<file path="config.mk">
export PLATFORM = sky130hd
export DESIGN_NAME = debug_sequencer
export DESIGN_NICKNAME = d
export VERILOG_FILES = /design/src/rtl/debug_sequencer.sv
export SDC_FILE = /design/constraint.sdc
export NUM_CORES = 1
export LEC_CHECK = 0
export ABC_AREA = 0
export CORE_UTILIZATION = 32
export CTS_CLUSTER_DIAMETER = 100
export DETAILED_ROUTE_END_ITERATION = 10
export GPL_TIMING_DRIVEN = 0
export PLACE_DENSITY = 0.58
export SKIP_LAST_GASP = 1
export SLEW_MARGIN = 20
export SYNTH_ARGS = -nofsm -noshare
export SYNTH_HDL_FRONTEND = slang
export SYNTH_SLANG_ARGS = --single-unit
</file>
<file path="constraint.sdc">
create_clock -name i_clk -period 3.4 [get_ports i_clk]
set_clock_uncertainty 0.1 [all_clocks]
set_input_delay 0.51 -clock i_clk [delete_from_list [all_inputs] [get_ports i_clk]]
set_output_delay 0.51 -clock i_clk [all_outputs]
set_load 0.02 [all_outputs]
</file>
<file path="src/rtl/debug_sequencer.sv">
`default_nettype none
// ============================================================================
//  Module      : debug_sequencer
//  Description : Front-end controller for the 5-stage MIPS pipeline. Accepts
//                command bytes from a UART receiver, loads the program into
//                instruction memory, runs the pipeline continuously or one
//                step at a time, and reports PC and cycle count over a
//                valid/ready byte transmitter.
//  Revision    : 1.0 - initial release
// ============================================================================
module debug_sequencer #(
    parameter int         MAX_WORDS  = 256,
    parameter logic [7:0] CMD_LOAD   = 8'h4C,
    parameter logic [7:0] CMD_CONT   = 8'h43,
    parameter logic [7:0] CMD_STEP   = 8'h53,
    parameter logic [7:0] CMD_REPORT = 8'h52
) (
    input  logic        i_clk,
    input  logic        i_reset,
    input  logic [7:0]  i_rx_data,
    input  logic        i_rx_valid,
    input  logic        i_halt,
    input  logic [31:0] i_pc,
    input  logic        i_tx_ready,
    output logic        o_write_instruction_mem,
    output logic [31:0] o_instruction_mem_addr,
    output logic [31:0] o_instruction_mem_data,
    output logic        o_pipe_enable,
    output logic        o_pipe_reset,
    output logic [7:0]  o_tx_data,
    output logic        o_tx_valid,
    output logic        o_busy
);

    // Word index wide enough to address MAX_WORDS words (MAX_WORDS >= 2).
    localparam int c_IDX_W = (MAX_WORDS > 1) ? $clog2(MAX_WORDS) : 1;

    localparam logic [2:0] c_IDLE       = 3'd0;
    localparam logic [2:0] c_LOAD_COUNT = 3'd1;
    localparam logic [2:0] c_LOAD_BYTE  = 3'd2;
    localparam logic [2:0] c_RUN        = 3'd3;
    localparam logic [2:0] c_STEP       = 3'd4;
    localparam logic [2:0] c_REPORT     = 3'd5;

    logic [2:0]         r_state;
    logic [2:0]         w_state_next;
    logic               r_halted;
    logic [31:0]        r_cycle_cnt;
    logic [31:0]        w_cycle_cnt_next;
    logic [c_IDX_W-1:0] r_word_idx;
    logic [c_IDX_W-1:0] r_last_idx;
    logic [c_IDX_W-1:0] w_last_idx;
    logic [31:0]        w_n_sat;
    logic [1:0]         r_byte_idx;
    logic [23:0]        r_word_lo;
    logic [63:0]        r_report;
    logic [2:0]         r_tx_idx;
    logic               w_tx_fire;
    logic               r_wr;
    logic [31:0]        r_addr;
    logic [31:0]        r_data;
    logic               r_pipe_enable;
    logic               r_pipe_reset;
    logic               r_tx_valid;
    logic               r_busy;

    assign o_write_instruction_mem = r_wr;
    assign o_instruction_mem_addr  = r_addr;
    assign o_instruction_mem_data  = r_data;
    assign o_pipe_enable           = r_pipe_enable;
    assign o_pipe_reset            = r_pipe_reset;
    assign o_tx_data               = r_report[7:0];
    assign o_tx_valid              = r_tx_valid;
    assign o_busy                  = r_busy;

    // Datapath helpers: counter advance, tx handshake, saturated word count.
    always_comb begin
        w_cycle_cnt_next = r_pipe_enable ? (r_cycle_cnt + 32'd1) : r_cycle_cnt;
        w_tx_fire        = r_tx_valid & i_tx_ready;
        w_n_sat          = ({24'd0, i_rx_data} > 32'(MAX_WORDS)) ? 32'(MAX_WORDS)
                                                                 : {24'd0, i_rx_data};
        w_last_idx       = c_IDX_W'(w_n_sat - 32'd1);
    end

    // Next-state decode.
    always_comb begin
        w_state_next = r_state;
        case (r_state)
            c_IDLE: begin
                if (i_rx_valid) begin
                    if (i_rx_data == CMD_LOAD) begin
                        w_state_next = c_LOAD_COUNT;
                    end else if (i_rx_data == CMD_CONT) begin
                        w_state_next = r_halted ? c_REPORT : c_RUN;
                    end else if (i_rx_data == CMD_STEP) begin
                        w_state_next = r_halted ? c_REPORT : c_STEP;
                    end else if (i_rx_data == CMD_REPORT) begin
                        w_state_next = c_REPORT;
                    end
                end
            end
            c_LOAD_COUNT: begin
                if (i_rx_valid) begin
                    w_state_next = (i_rx_data == 8'd0) ? c_IDLE : c_LOAD_BYTE;
                end
            end
            c_LOAD_BYTE: begin
                if (i_rx_valid && (r_byte_idx == 2'd3) && (r_word_idx == r_last_idx)) begin
                    w_state_next = c_IDLE;
                end
            end
            c_RUN: begin
                if (i_halt) begin
                    w_state_next = c_REPORT;
                end
            end
            c_STEP: begin
                w_state_next = c_REPORT;
            end
            c_REPORT: begin
                if (w_tx_fire && (r_tx_idx == 3'd7)) begin
                    w_state_next = c_IDLE;
                end
            end
            default: begin
                w_state_next = c_IDLE;
            end
        endcase
    end

    // State, control outputs, program loading and report serialisation.
    always_ff @(posedge i_clk) begin
        if (i_reset) begin
            r_state       <= c_IDLE;
            r_halted      <= 1'b0;
            r_cycle_cnt   <= 32'd0;
            r_word_idx    <= '0;
            r_last_idx    <= '0;
            r_byte_idx    <= 2'd0;
            r_word_lo     <= 24'd0;
            r_report      <= 64'd0;
            r_tx_idx      <= 3'd0;
            r_wr          <= 1'b0;
            r_addr        <= 32'd0;
            r_data        <= 32'd0;
            r_pipe_enable <= 1'b0;
            r_pipe_reset  <= 1'b0;
            r_tx_valid    <= 1'b0;
            r_busy        <= 1'b0;
        end else begin
            r_state       <= w_state_next;
            r_busy        <= (w_state_next != c_IDLE);
            // Enable is high exactly while the FSM sits in RUN or STEP.
            r_pipe_enable <= (w_state_next == c_RUN) || (w_state_next == c_STEP);
            r_wr          <= 1'b0;
            r_pipe_reset  <= 1'b0;
            r_cycle_cnt   <= w_cycle_cnt_next;

            // The halt cycle itself is an enabled, counted cycle.
            if (r_pipe_enable && i_halt) begin
                r_halted <= 1'b1;
            end

            case (r_state)
                c_IDLE: begin
                    if (i_rx_valid && (i_rx_data == CMD_LOAD)) begin
                        r_pipe_reset <= 1'b1;
                        r_halted     <= 1'b0;
                        r_cycle_cnt  <= 32'd0;
                        r_word_idx   <= '0;
                    end
                end
                c_LOAD_COUNT: begin
                    if (i_rx_valid) begin
                        r_last_idx <= w_last_idx;
                        r_byte_idx <= 2'd0;
                    end
                end
                c_LOAD_BYTE: begin
                    if (i_rx_valid) begin
                        r_byte_idx <= r_byte_idx + 2'd1;
                        case (r_byte_idx)
                            2'd0:    r_word_lo[7:0]   <= i_rx_data;
                            2'd1:    r_word_lo[15:8]  <= i_rx_data;
                            2'd2:    r_word_lo[23:16] <= i_rx_data;
                            default: begin
                                r_wr       <= 1'b1;
                                r_addr     <= {{(30 - c_IDX_W){1'b0}}, r_word_idx, 2'b00};
                                r_data     <= {i_rx_data, r_word_lo};
                                r_word_idx <= r_word_idx + c_IDX_W'(1);
                            end
                        endcase
                    end
                end
                c_REPORT: begin
                    // Shift the next byte down to the output slot once accepted.
                    if (w_tx_fire) begin
                        r_report <= {8'd0, r_report[63:8]};
                        r_tx_idx <= r_tx_idx + 3'd1;
                        if (r_tx_idx == 3'd7) begin
                            r_tx_valid <= 1'b0;
                        end
                    end
                end
                default: begin
                end
            endcase

            // Snapshot PC and the post-increment count on entry to REPORT.
            if ((r_state != c_REPORT) && (w_state_next == c_REPORT)) begin
                r_report   <= {w_cycle_cnt_next, i_pc};
                r_tx_idx   <= 3'd0;
                r_tx_valid <= 1'b1;
            end
        end
    end

endmodule
`default_nettype wire

</file>
# Word-level counts from Yosys, hierarchy flattened
# Cells that the tools add are included.
[word_totals]
register_bits = 190
[classes]
add_sub_neg = 5
n_reduce_logical = 30
bitwise_logic = 5
n_eq_ne = 22
n_mux = 35
[op_table]
columns = ["op", "count"]
rows = [
  ["2-to-1 mux 64 bit", 3],
  ["2-to-1 mux 32 bit", 3],
  ["adder 32 x 1 -> 32 bit, second input constant", 1],
  ["== test 8 x 7 -> 1 bit, second input constant", 4],
  ["2-to-1 mux 3 bit", 10],
  ["2-to-1 mux 8 bit", 3],
  ["one-hot mux 3 bit (6 select lines)", 1],
  ["AND reduction 3 bit", 6],
  ["one-hot mux 8 bit (2 select lines)", 1],
  ["== test 3 bit, second input constant", 5],
  ["2-to-1 mux 1 bit", 10],
  ["nonzero test 2 bit", 5],
  ["== test 3 x 2 -> 1 bit, second input constant", 3],
  ["adder 8 x 1 -> 8 bit, second input constant", 1],
  ["== test 8 bit", 1],
  ["zero test 8 bit", 1],
  ["inequality test 2 bit, second input constant", 4],
  ["subtractor 8 x 1 -> 8 bit, second input constant", 1],
  ["logical AND 1 bit", 6],
  ["2-to-1 mux 2 bit", 3],
  ["AND reduction 2 bit", 3],
  ["OR reduction 3 bit", 2],
  ["== test 2 bit, second input constant", 2],
  ["inverter 1 bit", 4],
  ["other kinds (13)", 14],
]

# Depth between registers and ports, before layout
# Gate-level depths: netlist of run 1.
[depth]
depth_word = 11
depth_mapped = 11

# Worst setup path before layout of run 1
# No wires, ideal clock.
[synth_path]
kind = "input to register"
startpoint = "in i_rx_data[0]"
endpoint = "reg r_report[10]"
setup_slack_ps = 848
setup_time_ps = 132
arrival_time_ps = 2320
cell_stages = 11
n_path_buf = 3
required_ps = 3168
cell_sequence = "inv_1 > ha_1 > and3_1 > o2111a_1 > o31a_1 > a211o_1 > buf_2 > buf_6 > buf_2 > nand3_1 > a21oi_1"
[synth_between]
elab_chain_cells = 11
[synth_rtl]
columns = ["item", "line_no", "text"]
rows = [
  ["from (decl)", "20", "input logic [7:0] i_rx_data,"],
  ["== test 8 x 7 -> 1 bit", "97", "end else if (i_rx_data == CMD_REPORT) begin"],
  ["2-to-1 mux 3 bit", "97", ""],
  ["2-to-1 mux 3 bit", "95", "end else if (i_rx_data == CMD_STEP) begin"],
  ["2-to-1 mux 3 bit", "93", "end else if (i_rx_data == CMD_CONT) begin"],
  ["2-to-1 mux 3 bit", "91", "if (i_rx_data == CMD_LOAD) begin"],
  ["2-to-1 mux 3 bit", "90", "if (i_rx_valid) begin"],
  ["one-hot mux 3 bit (6 select lines) *", "88", "case (r_state)"],
  ["== test 3 bit *", "210", "if ((r_state != c_REPORT) && (w_state_next == c_REPORT)) begin"],
  ["logical AND 1 bit *", "210", ""],
  ["nonzero test 2 bit (no line)", "n/a", ""],
  ["AND reduction 2 bit (no line)", "n/a", ""],
  ["to (signal assigned)", "198", "r_report <= {8'd0, r_report[63:8]};"],
  ["to (signal assigned)", "211", "r_report <= {w_cycle_cnt_next, i_pc};"],
  ["to (decl)", "56", "logic [63:0] r_report;"],
]
# Mark *: on every way between the ends. The rest lies on a longest branch, timed or not.
# A chain may end at the register's enable or synchronous reset.

# Final worst setup path of run 1
[layout_path]
startpoint = "in i_rx_data[0]"
endpoint = "reg r_report[63]"
# The elaborated chain is that of the path after synthesis.

==> results of run 1 <==
-- power by group through the flow --
stage / logic [µW] / clock network [µW] / registers, µW
finish: 195 / 2050 / 2230
global route: 211 / 2180 / 2230
CTS: 196 / 2100 / 2230
detailed placement: 194 / 0 / 2280
global placement: 196 / 0 / 2280
floorplan: 108 / 0 / 2280
-- area by class of cell --
class	count	area share [%]
Multi-Input combinational cell	704	38.5
Sequential cell	190	36.9
Clock buffer	19	4.29
Inverter	11	0.400
Buffer	105	5.54
Antenna cell	1	0.0243
Clock inverter	12	1.55
Timing Repair Buffer	91	8.85
Tap cell	330	4.00
-- cell usage after synthesis, drive strengths merged (2+ instances only) --
cell type,count
xnor2,20
inv,11
and3,16
a311oi,20
and4,2
dfxtp,190
nor4bb,2
nand2b,11
buf,50
a21oi,108
nand2,182
nor3,7
o21ai,2
xor2,30
nor2b,4
nand3,78
nor4,7
and2,4
ha,13
clkbuf,55
nand4,17
a211oi,17
nor2,85
a2bb2oi,14
mux2i,5
a22oi,17
a32oi,2
-- stage by stage --
stage	power [µW]	TNS [ns]	area (µm²)
after floorplan	2390	0	8380
after detailed placement	2470	-22.10	9700
final	4470	0	10300
after global routing	4620	0	10300
after CTS	4520	0	10300
after global placement	2470	-19.26	9700
-- metal layers --
| metal | vias to the layer above | wire (µm) | GRT usage, % |
|---|---|---|---|
| met5 | - | 13 | 0 |
| met4 | 2 | 222 | 4.97 |
| met1 | 3361 | 10700 | 23.9 |
| li1 | 3597 | - | - |
| met3 | 15 | 1320 | 4.02 |
| met2 | 168 | 10300 | 27.6 |
-- worst paths after layout --
kind | from | slack (ns) | end | cells past startpoint
setup / recovery | i_rx_data[0] | 0.48 | r_report[63] | 12
hold / removal | i_rx_data[7] | 0.27 | o_instruction_mem_data[31] | 3
setup reg to reg | o_pipe_enable | 0.64 | r_report[51] | 7
hold reg to reg | o_instruction_mem_data[21] | 0.35 | o_instruction_mem_data[21] | 2
-- flip-flops by register name, indices dropped and copies added (netlist names) --
signal and flops:
o_tx_valid 1, r_halted 1, r_byte_idx 2, r_tx_idx 3, o_instruction_mem_data 32, o_busy 1, o_instruction_mem_addr 8, o_pipe_reset 1
r_word_lo 24, o_pipe_enable 1, r_cycle_cnt 32, r_report 64, r_word_idx 8, o_write_instruction_mem 1, r_last_idx 8, r_state 3
-- worst max-delay path: stages --
cell and delay (ns):
dlymetal6s2s_1 0.35, inv_1 0.21, ha_1 0.27, and3_1 0.22, o2111a_1 0.25, o31a_1 0.35, a211o_1 0.24, buf_2 0.17
buf_6 0.15, buf_2 0.20, nand3_1 0.11, a21oi_1 0.07
-- logic make-up (layout without fill, tap and decap cells) --
| kind of cell | after synthesis | after routing | synth area share (%) |
|---|---|---|---|
| compound gates | 187 | 187 | 15.7 |
| xor+xnor | 50 | 50 | 5.28 |
| fa+ha+maj | 13 | 13 | 1.96 |
| buf+inv | 116 | 238 | 7.35 |
| flops | 190 | 190 | 45.9 |
| mux | 5 | 5 | 0.603 |
| other cells | 1 | 25 | 0.0452 |
| simple gates | 425 | 425 | 23.2 |
-- timing repair --
action,4_1_cts,5_1_grt
resized for setup,0,5
buffers inserted,0,1
setup endpoints to repair,0,40
==> run summary, run 1 <==
row cnt - 58
largest net degree at the start of global routing - 17
post-synth top area share - 45.9%
Post-DRT Antenna Nets - 0
Worst slew margin - 39.6%
async set or reset register ratio after synthesis - 0%
Slew @ Worst Pin - 0.898 ns
Worst Setup Start Kind - primary input
first-pass GRT wire length - 36300 µm
Power Dens Cells - 434 nW/µm²
via count - 7143
max-cap violation count - 0
Seq/Total Area, Yosys - 45.9%
Nets - 1178
pre-CTS setup slack - -0.360 ns
Die Footprint - 26600 µm²
#FFs+latches synth - 190
Max VDD drop - 0.329 mV
synthesized area - 8300 µm²
clock net sink count - 190
P_int - 3480 µW
initial antenna violation count - 2
final setup fails - 0
placed insts - 1430
f_max - 0.343 GHz
# IOs - 122
area occupied by multi-input gates - 3970 µm²
non-filler cells in the finished layout - 1463
Worst Path Required - 3.58 ns
Core ar. - 25300 µm²
final worst slack - 0.483 ns
status - finished, final reports clean
worst path arrival time - 3.10 ns
worst setup path category - in -> reg
fill count - 2589
HPWL after detailed placement - 16400 µm
synth top area cells - dfxtp_1 46%, nand2_1 8.2%, a21oi_1 6.5%
Tot GR Track Use - 17.6%
fin crit share - 85.8%
Leakage Power - 0.00349 µW
Post-Synthesis Cells - 987
cts hold-fix bufs - 0
Comb pwr share - 4.4%
Min Hold Slack - 0.266 ns
grt ovf - 0
most frequent cells in the layout - 190 x dfxtp_1, 182 x nand2_1, 108 x a21oi_1
pins over their slew limit - 0
min Tclk post-route - 2.92 ns
CTS buffer count - 17
Mean Syn Cell Area - 8.40 µm²
root buffer cell - clkbuf_16
# H-tree levels - 4
FF+latch area - 3800 µm²
switching share of power - 22.1%
residual DRC count - 0
routed wire length - 22600 µm
via density per instance - 4.88
Post-synth EDFFs - 0
clock tree buffer depth - 2
I/O Buffers - 90
Fin. Hold Viols - 0
die height - 163 µm
Die X - 163 µm
post-DR wirelength/cell - 15.4 µm
clock-pin transition on the worst setup and hold timing paths - 0.07 ns
CP Max Fanout - 10
Initial Util - 32.8%
Synth area leader - dfxtp_1
vias in the first global route - 6768
layout cell share with drive strength beyond 1 - 9.19%
Pre-antenna DRT Iters - 5
CP Capture Type - register
Yosys cell types - 52
most common cell after layout, fill and taps aside - dfxtp_1
yosys warns - 0
RD Place Congestion - 0.806
RSZ-0062 raised after global routing - false
clock network fraction of design power - 45.8%
Synth Flop Type - dfxtp_1
Core Util, Final - 40.7%
Psw - 990 µW
register share of total power - 49.8%
Iter 0 DRT Violations - 433
area delta synth->final - 24.4%
Hold Path Class - in -> reg
clock latency on the worst-skew pair - 0.43 ns
CTS tree - built
(Power assumes the default switching activity.)
==> run 2, diff against run 1 <==
--- a/config.mk
+++ b/config.mk
@@ -6,6 +6,7 @@
 export NUM_CORES = 1
 export LEC_CHECK = 0
 export ABC_AREA = 0
+export CORE_ASPECT_RATIO = 1.5
 export CORE_UTILIZATION = 32
 export CTS_CLUSTER_DIAMETER = 100
 export DETAILED_ROUTE_END_ITERATION = 10
==> run 2 against run 1 <==
Final area shrank 0.11%. First-iteration DRC count rose by 12%. Sequential share of layout area about the same. Clock power is essentially flat. Register-to-register slack got worse by 0.10 ns. Fmax is 10% lower. Sequential power hardly changed. Wire length rose by 4.6%. Critical endpoint is now r_report[4]. Largest cell class unchanged.
==> run summary, run 2 (synthesis results as in run 1) <==
row cnt - 71 (+22%)
layout cell share with drive strength beyond 1 - 9.19% (unchanged)
pre-CTS setup slack - -0.294 ns (+0.0661 ns)
grt met2 use - 33.3% (+5.7 points)
most common cell after layout, fill and taps aside - dfxtp_1
CTS tree - built
via count - 7314 (+2.4%)
grt ovf - 0 (unchanged)
initial antenna violation count - 0 (-2)
final setup fails - 0 (unchanged)
HPWL after detailed placement - 17400 µm (+6.1%)
Worst Setup Start Kind - primary input
clock tree buffer depth - 2 (unchanged)
Core ar. - 25200 µm² (-0.39%)
Die Footprint - 26600 µm² (about the same)
Slew @ Worst Pin - 0.906 ns (+0.00760 ns)
CTS buffer count - 17 (unchanged)
fill count - 2621 (+1.2%)
pins over their slew limit - 0 (unchanged)
max reg flops - 64 (unchanged)
# resized after CTS - 0 (unchanged)
WP buf/inv - 3 (-2)
Critical R2R Launch - o_pipe_enable
fin crit share - 95.6% (+9.8 points)
largest net degree at the start of global routing - 22 (+5)
FF+latch area - 3800 µm² (unchanged)
area delta synth->final - 24.2%
Die X - 133 µm (-18%)
Hold Path Class - in -> reg
Worst Path Required - 3.64 ns (+0.06 ns)
via density per instance - 5.01 (+2.6%)
Initial Util - 32.9% (+0.13 points)
Worst path top cell family by delay - buffers and inverters
Tot Pwr - 4440 µW (-0.75%)
final worst slack - 0.149 ns (-0.335 ns)
clock net sink count - 190 (unchanged)
Tot GR Track Use - 17.9% (+0.36 points)
RSZ-0062 raised after global routing - false
M3 GR Usage - 3.12% (-0.90 points)
# H-tree levels - 4 (unchanged)
Worst slew margin - 39.0% (-0.51 points)
crit-path cells - clkdlybuf4s50_1, ha_1, nor4b_1, o2111a_1, o31a_1, a211o_1, buf_2, clkbuf_1, nor2_1, a311oi_2
Worst path slowest cell - clkdlybuf4s50_1
min-delay src - i_rx_data[7]
Max VDD drop - 0.311 mV (-5.5%)
clock-pin transition on the worst setup and hold timing paths - 0.08 ns (about the same)
CP Max Fanout - 10 (unchanged)
residual DRC count - 0 (unchanged)
I/O Buffers - 90 (unchanged)
grt met1 use - 19.7% (-4.1 points)
routed wire length - 23600 µm (+4.6%)
Top reg by flops - r_report
most used routing layer - met2
worst path arrival time - 3.49 ns (+0.39 ns)
status - finished, final reports clean
RD Place Congestion - 0.814 (+0.95%)
Fin. Hold Viols - 0 (unchanged)
max-cap violation count - 0 (unchanged)
Slowest Stage Delay on Critical Path - 0.76 ns (+0.41 ns)
first-pass GRT wire length - 36900 µm (+1.5%)
Core Util, Final - 40.8% (+0.11 points)
Nets - 1177 (-0.085%)
# IOs - 122 (unchanged)
crit path from - i_rx_data[1]
Iter 0 DRT Violations - 484 (+12%)
Min Hold Slack - 0.247 ns (-0.0188 ns)
Post-DRT Antenna Nets - 0 (unchanged)
most frequent cells in the layout - 190 x dfxtp_1, 182 x nand2_1, 108 x a21oi_1
vias in the first global route - 7076 (+4.6%)
min Tclk post-route - 3.25 ns (+0.335 ns)
f_max - 0.308 GHz (-10%)
root buffer cell - clkbuf_16
Fin Setup TNS - 0 ns (unchanged)
die height - 199 µm (+22%)
Power Dens Cells - 431 nW/µm² (-0.64%)
post-DR wirelength/cell - 16.2 µm (+4.8%)
Setup Fix Bufs, Post-CTS - 0 (unchanged)
Leakage Power - 0.00348 µW (-0.49%)
Pre-antenna DRT Iters - 5 (unchanged)
CP Capture Type - register
cts hold-fix bufs - 0 (unchanged)
area occupied by multi-input gates - 3970 µm² (unchanged)
clock latency on the worst-skew pair - 0.43 ns (about the same)
worst setup path category - in -> reg
ant diodes - 0 (-1)
==> run 2: cell count changes in the layout (fill, tap and decap cells not counted), sizes merged <==
| cell | previous run | this run |
|---|---|---|
| dlymetal6s2s | 2 | 1 |
| inv | 13 | 18 |
| clkinv | 6 | 7 |
| clkdlybuf4s50 | 88 | 89 |
| bufinv | 3 | 0 |
| clkbuf | 75 | 72 |
| diode | 1 | 0 |
==> run 2: final timing paths <==
| kind | to | slack [ns] | cells past startpoint |
|---|---|---|---|
| setup / recovery | r_report[4] | 0.15 | 10 |
| hold / removal | o_instruction_mem_data[31] | 0.25 | 3 |
| setup reg to reg | r_report[50] | 0.54 | 7 |
| hold reg to reg | o_instruction_mem_addr[7] | 0.36 | 2 |
==> run 2: worst min-delay path: cells and delay by family <==
| family | cells | cell delay [ns] |
|---|---|---|
| and+or+nand+nor | 1 | 0.06 |
| AOI/OAI and AO/OA | 1 | 0.05 |
| buffers and inverters | 1 | 0.12 |
==> run 2: per-stage QoR <==
step,std cells,cell area (µm²)
after floorplan,1010,8380
after global placement,1428,9690
after detailed placement,1428,9690
after CTS,1460,10300
after global routing,1460,10300
final,1460,10300
==> run 2: report_power, final <==
| group | switching, µW | internal [µW] |
|---|---|---|
| Sequential | 1.28 | 2220 |
| Clock | 1020 | 1000 |
| Combinational | 119 | 77.2 |
| Total | 1140 | 3300 |
==> run 2: routing by layer <==
layer  wire length (µm)  up-vias
li1                   -     3599
met4                595        0
met1               9690     3505
met3                846       32
met2              12500      178
met5                  0        -
==> run 2: final cells by class <==
type	count	area share (%)
Tap cell	328	3.98
Sequential cell	190	36.9
Inverter	11	0.401
Timing Repair Buffer	90	8.77
Clock buffer	17	4.13
Multi-Input combinational cell	704	38.5
Clock inverter	15	1.80
Buffer	105	5.51
==> run 3, diff against run 2 <==
--- a/config.mk
+++ b/config.mk
@@ -10,8 +10,9 @@
 export CORE_UTILIZATION = 32
 export CTS_CLUSTER_DIAMETER = 100
 export DETAILED_ROUTE_END_ITERATION = 10
+export DONT_BUFFER_PORTS = 1
 export GPL_TIMING_DRIVEN = 0
-export PLACE_DENSITY = 0.58
+export PLACE_DENSITY = 0.52
 export SKIP_LAST_GASP = 1
 export SLEW_MARGIN = 20
 export SYNTH_ARGS = -nofsm -noshare
==> run 3 against run 2 <==
Power up 0.95%. Non-clock buffer count down 90. Sequential power about the same. First-iteration DRC count down 18%. Critical endpoint is now r_report[50]. Global-route usage up 0.11 points. Register-to-register slack worse by 0.15 ns.
==> run summary, run 3 (synthesis results as in run 1) <==
CTS tree - built
cts hold-fix bufs - 0 (unchanged)
max reg flops - 64 (unchanged)
clock latency on the worst-skew pair - 0.44 ns (about the same)
vias in the first global route - 6572 (-7.1%)
pre-CTS setup slack - 0.396 ns (+0.690 ns)
non-filler cells in the finished layout - 1371 (-6.1%)
CP Capture Type - register
Initial Util - 32.9% (unchanged)
layout cell share with drive strength beyond 1 - 9.88% (+0.70 points)
row cnt - 71 (unchanged)
CTS buffer count - 17 (unchanged)
most common cell after layout, fill and taps aside - dfxtp_1
Core Util, Final - 37.3% (-3.6 points)
RSZ-0062 raised after global routing - false
post-DR wirelength/cell - 17.4 µm (+7.6%)
worst path arrival time - 3.21 ns (-0.28 ns)
Worst slew margin - 36.2% (-2.8 points)
CP Max Fanout - 7 (-3)
area occupied by multi-input gates - 3970 µm² (unchanged)
pins over their slew limit - 0 (unchanged)
Leakage Power - 0.00315 µW (-9.5%)
Post-DRT Antenna Nets - 0 (unchanged)
status - finished, final reports clean
f_max - 0.332 GHz (+7.9%)
final worst slack - 0.388 ns (+0.239 ns)
clock-pin transition on the worst setup and hold timing paths - 0.07 ns (about the same)
Worst Reg-to-Reg Cells - 7 (unchanged)
Iter 0 DRT Violations - 395 (-18%)
routed wire length - 23900 µm (+1.1%)
die height - 199 µm (unchanged)
Worst Path Required - 3.60 ns (-0.04 ns)
grt ovf - 0 (unchanged)
Max VDD drop - 0.408 mV (+31%)
Fin Setup TNS - 0 ns (unchanged)
Tot Pwr - 4480 µW (+0.95%)
Core ar. - 25200 µm² (unchanged)
Power Dens Cells - 477 nW/µm² (+11%)
largest net degree at the start of global routing - 18 (-18%)
first-pass GRT wire length - 36300 µm (-1.5%)
Top reg by flops - r_report
Tot GR Track Use - 18.0% (+0.11 points)
Die X - 133 µm (unchanged)
placed insts - 1338 (-6.3%)
max-cap violation count - 0 (unchanged)
Worst Setup Start Kind - register
fin crit share - 88.6% (-7.0 points)
Fin. Hold Viols - 0 (unchanged)
HPWL after detailed placement - 17600 µm (+1.3%)
root buffer cell - clkbuf_16
residual DRC count - 0 (unchanged)
Nets - 1087 (-7.6%)
Setup Fix Bufs, Post-CTS - 0 (unchanged)
# H-tree levels - 4 (unchanged)
fill count - 2702 (+3.1%)
final setup fails - 0 (unchanged)
Die Footprint - 26600 µm² (unchanged)
Hold Path Class - in -> reg
clock net sink count - 190 (unchanged)
worst setup path category - reg -> reg
via count - 6810 (-6.9%)
clock tree buffer depth - 2 (unchanged)
area delta synth->final - 13.4%
# IOs - 122 (unchanged)
# resized after CTS - 0 (unchanged)
I/O Buffers - 0 (-100%)
via density per instance - 4.97 (-0.85%)
initial antenna violation count - 1 (+1)
Slew @ Worst Pin - 0.948 ns (+0.0415 ns)
most frequent cells in the layout - 190 x dfxtp_1, 182 x nand2_1, 108 x a21oi_1
min Tclk post-route - 3.01 ns (-0.239 ns)
Min-Delay Path Depth - 2 (-1)
Pre-antenna DRT Iters - 5 (unchanged)
FF+latch area - 3800 µm² (unchanged)
RD Place Congestion - 0.803 (-1.3%)
run 3: changes by cell type in the layout (fill, tap and decap cells not counted), sizes merged:
cell,before,now
dlymetal6s2s,1,0
clkdlybuf4s50,89,0
clkinvlp,1,2
bufinv,0,3
clkbuf,72,73
inv,18,16
clkinv,7,4
diode,0,1
run 3: critical path: stages (launching register included):
cell	delay, ns
dfxtp_1	0.52
clkbuf_1	0.43
nand3_1	0.27
nor4_1	0.83
nand2_1	0.14
xor2_1	0.32
a2bb2oi_1	0.19
a21oi_1	0.07
run 3: final timing paths:
kind | endpoint | start | slack, ns
worst min register to register | o_instruction_mem_data[13] | r_word_lo[13] | 0.36
worst min-delay path | r_word_lo[8] | i_rx_data[0] | 0.11
worst max-delay path | r_report[50] | o_pipe_enable | 0.39
worst max register to register | r_report[50] | o_pipe_enable | 0.39
run 3: stage by stage:
stage          hold WS [ns]  cell area [µm²]
2_1_floorplan         0.332             8380
3_3_place_gp          0.344             8790
3_5_place_dp          0.346             8790
4_1_cts              0.0970             9400
5_1_grt               0.104             9410
6_report              0.108             9410
run 3: metal layers:
| metal | wire, µm | up-vias | GRT usage [%] |
|---|---|---|---|
| met5 | 0 | - | 0 |
| met4 | 493 | 0 | 7.15 |
| met3 | 1130 | 30 | 4.41 |
| met2 | 12700 | 149 | 34.0 |
| met1 | 9490 | 3209 | 19.0 |
| li1 | - | 3422 | - |
run 3: layout make-up:
type / instances / area share, %
Sequential cell: 190 / 40.4
Inverter: 11 / 0.439
Clock buffer: 18 / 4.56
Multi-Input combinational cell: 704 / 42.2
Buffer: 105 / 6.04
Clock inverter: 14 / 1.93
Tap cell: 328 / 4.36
Antenna cell: 1 / 0.0266
run 3: power by group:
| part | internal [µW] | switching, µW | leakage (µW) | total [µW] |
|---|---|---|---|---|
| Combinational | 39.7 | 105 | 0.00132 | 144 |
| Sequential | 2220 | 1.74 | 0.00153 | 2230 |
| Clock | 1170 | 936 | 0.000295 | 2110 |
| Total | 3440 | 1040 | 0.00315 | 4480 |
==> RTL edit 1: new RTL, flow settings as in run 1 <==
Make the reset (`i_reset`) asynchronous in one clocked block.
--- a/src/rtl/debug_sequencer.sv
+++ b/src/rtl/debug_sequencer.sv
@@ -131,3 +131,3 @@
     // State, control outputs, program loading and report serialisation.
-    always_ff @(posedge i_clk) begin
+    always_ff @(posedge i_clk or posedge i_reset) begin
         if (i_reset) begin
Function: differs if i_reset is asserted again (counterexample within 4 cycles, from zero or initial values and one cycle with i_reset high); with i_reset held inactive, the same outputs for 4 cycles.
==> RTL edit 1 against run 1 <==
  * Area after synthesis rose by 7.1%
  * Wire length fell by 6.2%
  * Cell area rose by 8.2%
  * Worst setup slack got worse by 0.057 ns
  * Sequential cell count did not move
  * Non-clock buffer count fell by 23
  * Core utilization rose by 0.45 points
  * Largest cell class is now registers
Power is not compared: it rests on default switching activity, and its combinational part moved more than twofold at a synthesized area within 25%.
==> RTL edit 1: results (changes against run 1) <==
Placed design
  – Post-Place Setup Slack: -0.0274 ns (+0.333 ns)
  – RePlAce Congestion: 0.785 (-2.7%)
  – PortBufs: 94 (+4.4%)

Final layout
  – Finished Cell Area: 11200 µm² (+8.2%)
  – Fill cell count: 2665 (+2.9%)
  – Antenna diode count: 0 (-1)
  – Area occupied by multi-input gates: 3660 µm² (-7.8%)
  – Signal buf overhead: 0.138 (-0.00630)
  – Post-Layout Cell Count: 1393 (-4.8%)
  – Clk cell area share: 0.0564 (-0.00207)
  – # clk buffers: 20 (+1)
  – Signal inverters: 30 (+19)
  – Fraction of area in registers: 0.426 (+0.0573)
  – Multi-input gates: 596 (-15%)
  – Layout cell share with drive strength beyond 1: 0.148 (+0.0560)

GRT
  – GRT Total Usage: 0.157 (-0.0190)
  – Largest net degree at the start of global routing: 33 (+16)
  – Met3 global-route usage: 0.0353 (-0.00493)
  – Met1 Use GR: 0.220 (-0.0189)
  – Global-route wire length before repair: 34.7 mm (-4.6%)

Die
  – Core Area: 27100 µm² (+7.0%)

Timing
  – Slew at the pin closest to its max-slew limit: 0.910 ns (+0.0118 ns)
  – Hold WS: 0.299 ns (+0.0325 ns)

Critical path
  – Crit path DAT: 3.15 ns (+0.05 ns)
  – CP top delay family: simple AND/OR/NAND/NOR gates
  – Critical path's slowest cell: nor3_1
  – Worst R2R Setup Slack: 0.50 ns (-0.14 ns)
  – CP endpoint: r_cycle_cnt[3]
  – CP startpoint: i_rx_valid
  – Max incr delay on CP: 0.75 ns (+0.40 ns)

Route
  – Drt pass-1 iters: 4 (-1)
  – Metal-1 WL: 10.4 mm (-2.7%)
  – Met3 WL: 782 µm (-41%)
  – Drt total wl: 21.2 mm (-6.2%)
  – Total number of vias: 6438 (-9.9%)
  – Highest routed layer: met4

Logic synthesis
  – Synth Instances: 865 (-12%)
  – Seq/Total Area, Yosys: 0.535 (+0.0764)
  – Top cells by count, synth: nand2_1, dfrtp_1, mux2_2, nor2_1, buf_4
  – Yosys cell types: 51 (-1.9%)
  – Synth area leaders: dfrtp_1, nand2_1, mux2_2, buf_4, xnor2_1

Hold path
  – Hold Path Class: in2async

Outcome
  – Status: finished clean
==> RTL edit 1: power groups by stage <==
| stage | combinational, mW | sequential (mW) | clock [mW] |
|---|---|---|---|
| floorplan | 1.70 | 3.65 | 0 |
| global placement | 2.46 | 3.65 | 0 |
| detailed placement | 2.53 | 3.67 | 0 |
| CTS | 2.55 | 3.64 | 2.19 |
| global route | 2.83 | 3.74 | 2.29 |
| finish | 2.52 | 3.64 | 2.15 |
==> RTL edit 1: cell families (layout without fill, tap and decap cells) <==
kind of cell / count (synthesis) / count (layout) / synth area share
xor gates and xnor gates: 51 / 51 / 0.0503
and+or+nand+nor: 360 / 360 / 0.176
adders and majority gates: 13 / 13 / 0.0183
muxes: 84 / 84 / 0.104
buffers and inverters: 102 / 235 / 0.0631
DFF: 190 / 190 / 0.535
other: 1 / 24 / 0.000422
AOI/OAI and AO/OA: 64 / 64 / 0.0531
==> RTL edit 2: new RTL, config.mk and constraints of run 1 <==
Without the edit above. Change the parameter `MAX_WORDS` from 256 to 128.
--- a/src/rtl/debug_sequencer.sv
+++ b/src/rtl/debug_sequencer.sv
@@ -11,3 +11,3 @@
 module debug_sequencer #(
-    parameter int         MAX_WORDS  = 256,
+    parameter int         MAX_WORDS  = 128,
     parameter logic [7:0] CMD_LOAD   = 8'h4C,
Formal check against the unedited RTL: same outputs for any inputs over 4 cycles, from zero or initial values and one cycle with i_reset high; that may be too few to reach the edited logic, so the function may still have changed.
==> RTL edit 2 against run 1 <==
  * Sequential cell count shrank 3
  * Register-to-register slack worse by 0.25 ns
  * Via count up 12%
  * Area after synthesis rose by 4.9%
  * Hold slack better by 0.051 ns
  * Global-route usage grew 1.4 points
  * Total power shrank 1.8%
  * First-iteration DRC count is 53% higher
  * Cell area is 4.1% higher
  * Highest routed layer is now met4
  * Critical path type unchanged
  * Count of clock-buffer cells in the layout unchanged
  * Worst setup slack lost 0.30 ns
  * Critical endpoint is now r_report[24]
  * Wire length up 16%
==> RTL edit 2: results (changes against run 1) <==
CTS
  – CTS buffer count: 17 (unchanged)
  – Max Root-Sink Buffers: 2 (unchanged)
  – Setup bufs post-CTS: 0 (unchanged)
  – Clk slew on worst S/H paths: 0.08 ns
  – Clock Tree Root: clkbuf_16
  – Post-CTS sizing: 1 (+1)
  – Clock latency on the worst-skew pair: 0.44 ns
  – # H-tree levels: 4 (unchanged)

Hold path
  – Hold Path Class: in2reg
  – Worst hold start: i_rx_data[6]

Timing
  – Slew at the pin closest to its max-slew limit: 0.964 ns (+0.0650 ns)

Critical path
  – CP startpoint: i_rx_data[2]
  – Path depth of the worst reg2reg path: 6 (-1)
  – CP endpoint: r_report[24]
  – Worst R2R Setup Slack: 0.39 ns (-0.25 ns)
  – R2R Path Start: r_state[2]
  – Worst-path fanout max: 10 (unchanged)
  – Worst reg2reg path endpoint: r_cycle_cnt[0]
  – Crit path DAT: 3.46 ns (+0.36 ns)

Route
  – Via density: 5.25 (+7.5%)
  – DRT iter0 DRCs: 662 (+53%)
  – Drt total wl: 26.2 mm (+16%)
  – Drt pass-1 iters: 5 (unchanged)

GRT
  – GRT Total Usage: 0.190 (+0.0140)
  – Vias in the first global route: 7674 (+13%)
  – Initial antenna violation count: 0 (-2)
  – Largest net degree at the start of global routing: 18 (+1)
  – Global-route wire length before repair: 41.5 mm (+14%)

Pwr
  – Max VDD drop: 341 µV (+3.7%)
  – P_leak: 3.50 nW (about the same)
  – Switching share of power: 0.243 (+0.0216)

Placed design
  – PortBufs: 92 (+2.2%)
  – RePlAce Congestion: 0.885 (+9.7%)
  – DP HPWL: 19.4 mm (+19%)

Logic synthesis
  – Synth area leaders: dfxtp_1, nand2_1, a21oi_1, nand3_1, clkbuf_1
  – Yosys warnings: 0 (unchanged)
  – Yosys cell types: 64 (+23%)
  – Seq/Total Area, Yosys: 0.430 (-0.0285)
  – Ys async rst share: 0 (unchanged)
  – Top cells by count, synth: nand2_1, dfxtp_1, a21oi_1, nand3_1, clkbuf_1

Final layout
  – Layout cell share with drive strength beyond 1: 0.101 (+0.00914)
  – Max FFs per register: 64 (unchanged)
  – Layout Nets: 1230 (+4.4%)
  – Fill cell count: 2692 (+4.0%)
  – Antenna diode count: 0 (-1)
  – Reg with most FFs: r_report

Outcome
  – Status: finished clean
==> RTL edit 2: cell count changes after synthesis, sizes merged, moves of 9 or more <==
cell / before / now
nor4: 7 / 22
o2111ai: 0 / 15
nand2: 182 / 203
nand2b: 11 / 2
nor2: 85 / 56
clkbuf: 55 / 74
o311a: 0 / 16
a2bb2oi: 14 / 0
a22oi: 17 / 2
o211ai: 1 / 21
a21oi: 108 / 77
==> RTL edit 2: worst max-delay path, stage by stage <==
cell and delay (ns):
clkdlybuf4s50_1 0.48, clkbuf_1 0.30, nor3_2 0.36, nand3_1 0.24
a2111oi_2 0.62, buf_2 0.32, buf_2 0.27, nor4_1 0.08
a311oi_1 0.27
==> RTL edit 2: power groups by stage <==
stage	clock network, mW	registers [mW]	logic (mW)
2_1_floorplan	0	2.24	0.132
3_3_place_gp	0	2.24	0.233
3_5_place_dp	0	2.24	0.233
4_1_cts	2.00	2.19	0.234
5_1_grt	2.09	2.19	0.251
6_report	1.96	2.19	0.236
==> RTL edit 2: metal layers <==
layer,vias up,GRT usage,part of all wire
li1,3946,-,-
met1,3817,0.260,0.48
met2,224,0.292,0.45
met3,40,0.0373,0.055
met4,0,0.0725,0.024
met5,-,0,0
==> RTL edit 2: area by class of cell <==
type | instances | area, µm² | share of cell area
flip-flops and latches | 187 | 3740 | 0.349
well taps | 341 | 427 | 0.0397
repair buffers | 92 | 921 | 0.0858
inverters | 8 | 30.0 | 0.00280
clock buffers | 19 | 443 | 0.0412
clock inverters | 13 | 134 | 0.0125
multi-input cells | 742 | 4410 | 0.410
plain buffers | 127 | 636 | 0.0592
==> RTL edit 2: cell families after synthesis <==
family,count (synthesis),share of synthesized area
other,1,0.000431
AOI/OAI and AO/OA,223,0.193
and+or+nand+nor,442,0.243
muxes,3,0.00345
xor gates and xnor gates,39,0.0392
DFF,187,0.430
buffers and inverters,135,0.0762
adders and majority gates,10,0.0144
==> RTL edit 2: worst min path at each step <==
stage,cells after the start,endpoint
6_report,3,o_instruction_mem_data[30]
5_1_grt,3,o_instruction_mem_data[30]
4_1_cts,3,o_instruction_mem_data[30]
3_5_place_dp,2,o_instruction_mem_data[11]
3_3_place_gp,2,r_word_lo[14]
2_1_floorplan,2,o_instruction_mem_data[0]
==> RTL edit 2: metrics by stage <==
step           area, µm²  hold WS [ns]  setup slack [ns]  std cells  utilization
2_1_floorplan       8790         0.332             0.771       1064            -
3_3_place_gp       10100         0.343            -0.497       1497        0.378
3_5_place_dp       10100         0.349            -0.498       1497        0.378
4_1_cts            10700         0.308             0.106       1529        0.400
5_1_grt            10700         0.326            0.0555       1529        0.401
6_report           10700         0.317             0.179       1529        0.401
